<file path="config.mk">
export PLATFORM = sky130hd
export DESIGN_NAME = alert_handler_esc_seq
export DESIGN_NICKNAME = d
export VERILOG_FILES = /design/src/rtl/alert_pkg.sv /design/src/rtl/alert_handler_esc_seq_cnt.sv /design/src/rtl/alert_handler_esc_seq.sv
export SDC_FILE = /design/constraint.sdc
export NUM_CORES = 1
export LEC_CHECK = 0
export ABC_AREA = 1
export CORE_UTILIZATION = 40
export CTS_BUF_LIST = sky130_fd_sc_hd__clkbuf_2 sky130_fd_sc_hd__clkbuf_4 sky130_fd_sc_hd__clkbuf_8
export DETAILED_ROUTE_END_ITERATION = 12
export GPL_TIMING_DRIVEN = 0
export PLACE_DENSITY = 0.83
export SLEW_MARGIN = 40
export SYNTH_ARGS = -nofsm -noshare
export SYNTH_HDL_FRONTEND = slang
export SYNTH_SLANG_ARGS = --single-unit
</file>
<file path="constraint.sdc">
create_clock -name clk_i -period 3.8 [get_ports clk_i]
set_input_delay 0.76 -clock clk_i [delete_from_list [all_inputs] [get_ports clk_i]]
set_output_delay 0.76 -clock clk_i [all_outputs]
set_load 0.02 [all_outputs]
</file>
<file path="src/rtl/alert_pkg.sv">
// Shared state codes, widths and helpers for the alert handler escalation sequencer.
// Sparse 9-bit state codes apply only when ALERT_ESC_SPARSE_FSM_EN is defined.
package alert_pkg;

  localparam int EscCntDw  = 32;
  localparam int NPhases   = 4;
  localparam int PhaseBits = 2;
  localparam int SparseW   = 9;

  typedef enum logic [2:0] {
    StIdle     = 3'd0,
    StTimeout  = 3'd1,
    StPhase0   = 3'd2,
    StPhase1   = 3'd3,
    StPhase2   = 3'd4,
    StPhase3   = 3'd5,
    StTerminal = 3'd6,
    StFsmError = 3'd7
  } esc_state_e;

  // Codewords of a linear code, so every pair differs in at least 3 bits.
  localparam logic [SparseW-1:0] SpIdle     = 9'b000000000;
  localparam logic [SparseW-1:0] SpTimeout  = 9'b001110001;
  localparam logic [SparseW-1:0] SpPhase0   = 9'b010101010;
  localparam logic [SparseW-1:0] SpPhase1   = 9'b011011011;
  localparam logic [SparseW-1:0] SpPhase2   = 9'b100011100;
  localparam logic [SparseW-1:0] SpPhase3   = 9'b101101101;
  localparam logic [SparseW-1:0] SpTerminal = 9'b110110110;
  localparam logic [SparseW-1:0] SpFsmError = 9'b111000111;

  function automatic logic is_phase(esc_state_e st);
    return (st == StPhase0) || (st == StPhase1) || (st == StPhase2) || (st == StPhase3);
  endfunction

  function automatic logic [PhaseBits-1:0] phase_idx(esc_state_e st);
    logic [2:0] code;
    code = st;
    return code[1:0] - 2'd2;
  endfunction

  function automatic logic [SparseW-1:0] sparse_enc(esc_state_e st);
    logic [SparseW-1:0] code;
    case (st)
      StIdle:     code = SpIdle;
      StTimeout:  code = SpTimeout;
      StPhase0:   code = SpPhase0;
      StPhase1:   code = SpPhase1;
      StPhase2:   code = SpPhase2;
      StPhase3:   code = SpPhase3;
      StTerminal: code = SpTerminal;
      default:    code = SpFsmError;
    endcase
    return code;
  endfunction

endpackage

</file>
<file path="src/rtl/alert_handler_esc_seq_cnt.sv">
// Timeout/phase cycle counter with clear, saturating increment and a wide done compare.
// done_o is combinational: high when cnt+1 reaches thresh_i, compared at Dw+1 bits.
module alert_handler_esc_seq_cnt #(
  parameter int Dw = 32
) (
  input  logic          clk_i,
  input  logic          rst_i,
  input  logic          clr_i,
  input  logic          inc_i,
  input  logic [Dw-1:0] thresh_i,
  output logic [Dw-1:0] cnt_o,
  output logic          done_o
);

  logic [Dw-1:0] cnt_d, cnt_q;
  logic [Dw:0]   cnt_nxt;

  always_comb begin
    cnt_nxt = {1'b0, cnt_q} + {{Dw{1'b0}}, 1'b1};
    done_o  = cnt_nxt >= {1'b0, thresh_i};
    cnt_d   = cnt_q;
    if (clr_i) begin
      cnt_d = '0;
    end else if (inc_i && !cnt_nxt[Dw]) begin
      cnt_d = cnt_nxt[Dw-1:0];
    end
  end

  always_ff @(posedge clk_i) begin
    if (rst_i) begin
      cnt_q <= '0;
    end else begin
      cnt_q <= cnt_d;
    end
  end

  assign cnt_o = cnt_q;

endmodule

</file>
<file path="src/rtl/alert_handler_esc_seq.sv">
// Per-class escalation sequencer: timeout, four timed phases, terminal and error states.
// Outputs are registered alongside the state; ALERT_ESC_SPARSE_FSM_EN selects a sparse state register.
module alert_handler_esc_seq #(
  parameter int NEscSev  = 4,
  parameter int NPhases  = 4,
  parameter int EscCntDw = 32
) (
  input  logic                        clk_i,
  input  logic                        rst_i,
  input  logic                        class_en_i,
  input  logic                        clr_i,
  input  logic                        accu_trig_i,
  input  logic                        accu_fail_i,
  input  logic                        timeout_en_i,
  input  logic [EscCntDw-1:0]         timeout_cyc_i,
  input  logic [NPhases*EscCntDw-1:0] phase_cyc_i,
  input  logic [NEscSev-1:0]          esc_en_i,
  input  logic [NEscSev*2-1:0]        esc_map_i,
  output logic [NEscSev-1:0]          esc_sig_o,
  output logic                        esc_trig_o,
  output logic [EscCntDw-1:0]         esc_cnt_o,
  output logic [2:0]                  esc_state_o,
  output logic                        fsm_fail_o
);
  import alert_pkg::*;

  esc_state_e          cur_state, nxt_state;
  logic                illegal;
  logic                cnt_clr, cnt_inc, cnt_done;
  logic [EscCntDw-1:0] cnt_thresh;
  logic [NEscSev-1:0]  esc_sig_d, esc_sig_q;
  logic                esc_trig_d, esc_trig_q, fsm_fail_d, fsm_fail_q;

`ifdef ALERT_ESC_SPARSE_FSM_EN
  localparam logic [SparseW-1:0] StateRst = SpIdle;
  logic [SparseW-1:0] state_d, state_q;

  always_comb begin
    illegal   = 1'b0;
    cur_state = StIdle;
    case (state_q)
      SpIdle:     cur_state = StIdle;
      SpTimeout:  cur_state = StTimeout;
      SpPhase0:   cur_state = StPhase0;
      SpPhase1:   cur_state = StPhase1;
      SpPhase2:   cur_state = StPhase2;
      SpPhase3:   cur_state = StPhase3;
      SpTerminal: cur_state = StTerminal;
      SpFsmError: cur_state = StFsmError;
      default: begin
        illegal   = 1'b1;
        cur_state = StFsmError;
      end
    endcase
  end

  assign state_d = sparse_enc(nxt_state);
`else
  localparam logic [2:0] StateRst = StIdle;
  logic [2:0] state_d, state_q;

  assign cur_state = esc_state_e'(state_q);
  assign illegal   = 1'b0;
  assign state_d   = nxt_state;
`endif

  always_comb begin
    nxt_state  = cur_state;
    cnt_clr    = 1'b0;
    cnt_inc    = 1'b0;
    cnt_thresh = '0;
    case (cur_state)
      StIdle: begin
        cnt_clr = 1'b1;
        if (accu_trig_i && class_en_i) begin
          nxt_state = StPhase0;
        end else if (timeout_en_i && class_en_i && (timeout_cyc_i != '0)) begin
          nxt_state = StTimeout;
        end
      end
      StTimeout: begin
        cnt_thresh = timeout_cyc_i;
        if (!timeout_en_i || !class_en_i) begin
          nxt_state = StIdle;
          cnt_clr   = 1'b1;
        end else if (accu_trig_i || cnt_done) begin
          nxt_state = StPhase0;
          cnt_clr   = 1'b1;
        end else begin
          cnt_inc = 1'b1;
        end
      end
      StPhase0, StPhase1, StPhase2, StPhase3: begin
        cnt_thresh = phase_cyc_i[phase_idx(cur_state)*EscCntDw +: EscCntDw];
        if (clr_i) begin
          nxt_state = StIdle;
          cnt_clr   = 1'b1;
        end else if (cnt_done) begin
          // Dense codes are consecutive, so Phase3 + 1 lands on Terminal.
          nxt_state = esc_state_e'(cur_state + 3'd1);
          cnt_clr   = 1'b1;
        end else begin
          cnt_inc = 1'b1;
        end
      end
      StTerminal: begin
        cnt_clr = 1'b1;
        if (clr_i) nxt_state = StIdle;
      end
      StFsmError: begin
        cnt_clr = 1'b1;
      end
      default: begin
        nxt_state = StIdle;
        cnt_clr   = 1'b1;
      end
    endcase
    if (accu_fail_i || illegal) begin
      nxt_state = StFsmError;
      cnt_clr   = 1'b1;
    end
  end

  always_comb begin
    esc_sig_d = '0;
    for (int j = 0; j < NEscSev; j++) begin
      esc_sig_d[j] = esc_en_i[j] && is_phase(nxt_state) &&
                     (phase_idx(nxt_state) == esc_map_i[2*j +: 2]);
    end
    if (nxt_state == StFsmError) esc_sig_d = '1;
    esc_trig_d = (nxt_state == StPhase0) && (cur_state != StPhase0);
    fsm_fail_d = (nxt_state == StFsmError);
  end

  always_ff @(posedge clk_i) begin
    if (rst_i) begin
      state_q    <= StateRst;
      esc_sig_q  <= '0;
      esc_trig_q <= 1'b0;
      fsm_fail_q <= 1'b0;
    end else begin
      state_q    <= state_d;
      esc_sig_q  <= esc_sig_d;
      esc_trig_q <= esc_trig_d;
      fsm_fail_q <= fsm_fail_d;
    end
  end

  alert_handler_esc_seq_cnt #(
    .Dw(EscCntDw)
  ) u_cnt (
    .clk_i    (clk_i),
    .rst_i    (rst_i),
    .clr_i    (cnt_clr),
    .inc_i    (cnt_inc),
    .thresh_i (cnt_thresh),
    .cnt_o    (esc_cnt_o),
    .done_o   (cnt_done)
  );

  assign esc_sig_o   = esc_sig_q;
  assign esc_trig_o  = esc_trig_q;
  assign esc_state_o = cur_state;
  assign fsm_fail_o  = fsm_fail_q;

endmodule

</file>
==> run metrics, run 1 <==
GP Congestion 0.918; register-to-register setup slack -0.19 ns; initial antenna violation count 0; gr usage total 0.300; syn nets 1018; Final Critical Period 3.99 ns; Placement Setup Slack -1.05 ns; initial drt markers 530; crit path to u_cnt.cnt_o[8]; Sequential Power Share 0.240; status finished with violations; Initial Util 0.411; drt wl/cell 16.6 um; P_leak 3.52 nW; Clock Latency Late Sink 0.31 ns; # diodes 0; Syn-to-layout area delta 67.6%; synth top area cells dfxtp_1 (17%), nand2_1 (12%), nor2_1 (10%), ha_1 (9.6%), o21ai_0 (7.3%); GRT overflow 0; worst reg2reg path endpoint u_cnt.cnt_o[8]; H-tree depth 2; Remaining DRCs 0; crit path max fanout 10; Max Clk Rate 251 MHz; Max Cap Violations 0; Setup crit end kind flip-flop; Pwr Density 228 nW/um^2; syn avg cell area 6.18 um^2; Peak supply drop 0.000164 V; Fin Hold WS 0.520 ns; Netlist cell types 47; share of layout cells above drive strength 1 0.189; vias in the first global route 6198; largest net degree at the start of global routing 14; Critical Path Start u_cnt.cnt_o[0]; Pre-antenna DRT Iters 5; die footprint 12800 um^2; worst min path class flip-flop to flip-flop; worst r2r path cells 26; final setup vio count 39; post-DR vias/cell 5.42; post-layout util 0.688; leading area contributor after synthesis dfxtp_1; WP data required 4.02 ns; number of buffers created by CTS 5; Comb pwr share 0.557; Yosys reg bits 41; FF-to-FF Start u_cnt.cnt_o[0]; WP data arrival 4.21 ns; placed cell areas 7360 um^2; Ys Warns 0; startpoint class of the critical path flip-flop; worst setup margin -0.188 ns; Root Driver clkbuf_8; fillcell total 1034; internal power 0.00114 W; Die Y 113 um; Clk network pwr share 0.203; site row count 40; Top-Level Pins 220; ANT nets after route 0; DIE WIDTH 113 um; hold_sp u_cnt.cnt_o[1]; CTS Sinks 41; CTS tree built; CP Class flip-flop to flip-flop; Total Nets Final 1282; final-report max-slew violation count 0; Core Box Area 12100 um^2; Tightest Pin Transition 0.754 ns; first-pass GRT wire length 30400 um; hold_buf cts 0; Worst Skew 0.00922 ns; total number of vias 6683; Post-Syn Instances 801; Seq/Total Area, Yosys 0.166; IO buf count 219; top cell type's share of synthesized area 0.166; failing checks negative setup slack; Net Switching 0.000756 W; Fin Setup TNS -3.92 ns; switching share of power 0.400; Routed WL 20500 um; Syn Std Cell Area 4950 um^2; Worst-path clk slew 0.09 ns; hpwl dp 15100 um; CTS Buffer Depth 2; Hold Vio Cnt, Final 0; cell area after layout 8300 um^2; unrepaired setup endpoints after global routing yes; slew margin rel. 0.497; final period utilization 1.05
[state kept, by name (all words and copies together) (netlist names)]
name / count
esc_trig_o: 1
fsm_fail_o: 1
esc_sig_o: 4
esc_state_o: 3
u_cnt.cnt_o: 32
[power groups by stage]
stage | logic, W | registers [W] | clock network [W]
2_1_floorplan | 0.000488 | 0.000480 | 0
3_3_place_gp | 0.000874 | 0.000466 | 0
3_5_place_dp | 0.000884 | 0.000466 | 0
4_1_cts | 0.000959 | 0.000453 | 0.000381
5_1_grt | 0.00115 | 0.000455 | 0.000402
6_report | 0.00105 | 0.000454 | 0.000384
[cell type report]
class	count	area (um^2)	area share
buffer	34	263	0.0317
clock buffer	6	82.6	0.00995
clock inverter	2	37.5	0.00452
inverter	89	360	0.0434
multi-input combinational	636	3980	0.479
sequential	41	851	0.102
tap	168	210	0.0253
timing repair buffer	257	2510	0.302
timing repair inverter	1	11.3	0.00136
[placed cells by master, fill, tap and decap left out, types with 11 or more instances in the layout]
cell type and instances:
a21oi_1 25, a21oi_2 14, a22oi_1 23, buf_4 38, clkbuf_1 13, clkdlybuf4s50_1 219, dfxtp_1 31, ha_1 32
inv_1 73, nand2_1 152, nand2_2 11, nand3_1 18, nand4_1 14, nor2_1 121, nor2_2 13, nor2_4 11
o21ai_0 64, o21ai_2 12, o22ai_1 31, xor2_1 20
[stage by stage]
step                      power (W)  cells
after floorplan            0.000968    801
after global placement      0.00134   1188
after detailed placement    0.00135   1188
after CTS                   0.00179   1218
after global routing        0.00201   1234
final                       0.00189   1234
[logic make-up (layout without fill, tap and decap cells)]
group | count (synthesis) | count (layout) | share of synthesized area
AO/OA/AOI/OAI | 195 | 195 | 0.245
XOR/XNOR | 27 | 27 | 0.0477
adder cells (fa/ha/maj) | 38 | 38 | 0.0960
buffers and inverters | 124 | 389 | 0.101
flip-flops | 41 | 41 | 0.166
AND/OR/NAND/NOR | 376 | 376 | 0.345
[what timing repair did]
item                       4_1_cts  5_1_grt
setup buffers                   21       17
pin swaps                       21       37
resized for setup               65       85
gates cloned                     2        0
setup endpoints to repair       41       41
[worst min-delay path by stage]
stage	end	slack (ns)	cells past startpoint
3_5_place_dp	u_cnt.cnt_o[1]	0.49	2
6_report	u_cnt.cnt_o[1]	0.52	2
4_1_cts	u_cnt.cnt_o[13]	0.51	2
3_3_place_gp	u_cnt.cnt_o[1]	0.49	2
5_1_grt	u_cnt.cnt_o[9]	0.54	2
2_1_floorplan	u_cnt.cnt_o[0]	0.51	1
[cell usage after synthesis, drive strengths merged]
| cell | n |
|---|---|
| nand3b | 1 |
| nor4 | 3 |
| nand4 | 16 |
| a21o | 1 |
| o21ai | 84 |
| a32oi | 1 |
| a22oi | 30 |
| xnor2 | 4 |
| a31oi | 1 |
| clkbuf | 24 |
| dfxtp | 41 |
| xor2 | 23 |
| a32o | 1 |
| ha | 38 |
| nand2 | 173 |
| clkinv | 6 |
| nand3 | 27 |
| o22ai | 31 |
| a21oi | 41 |
| inv | 83 |
| a31o | 1 |
| buf | 11 |
| a211oi | 4 |
| nor2 | 146 |
| nor3 | 9 |
| or2 | 1 |
[critical path, cell delays in order (launching register included)]
cell and delay (ns):
dfxtp_4 0.40, nand3_4 0.10, nor3_4 0.22, nand2_2 0.10, nor2_4 0.12, nand4_1 0.15
nor3_2 0.18, nand2_1 0.12, nor2_4 0.18, nand2_2 0.09, xor2_2 0.25, ha_1 0.29
nand2_1 0.11, inv_1 0.05, nand2_1 0.07, nand2_1 0.09, a21oi_4 0.17, nand2_1 0.08
nor2_2 0.09, nand2_2 0.07, nor2_4 0.14, nand2_1 0.12, nand2_4 0.14, inv_2 0.08
buf_12 0.15, buf_8 0.15, a21oi_1 0.19
[layer usage]
layer,vias to the layer above,GRT usage,part of all wire
met4,0,0.116,0.034
met1,3084,0.368,0.40
met2,332,0.524,0.50
met3,59,0.0487,0.070
li1,3208,-,-
met5,-,0,0
No activity file was read; power rests on OpenSTA's default activity.
==> run 2, diff against run 1 <==
Settings changed: CTS_CLUSTER_SIZE from default to 8.
==> results of run 2 <==
Final layout, timing and power as in run 1 (identical DEF).
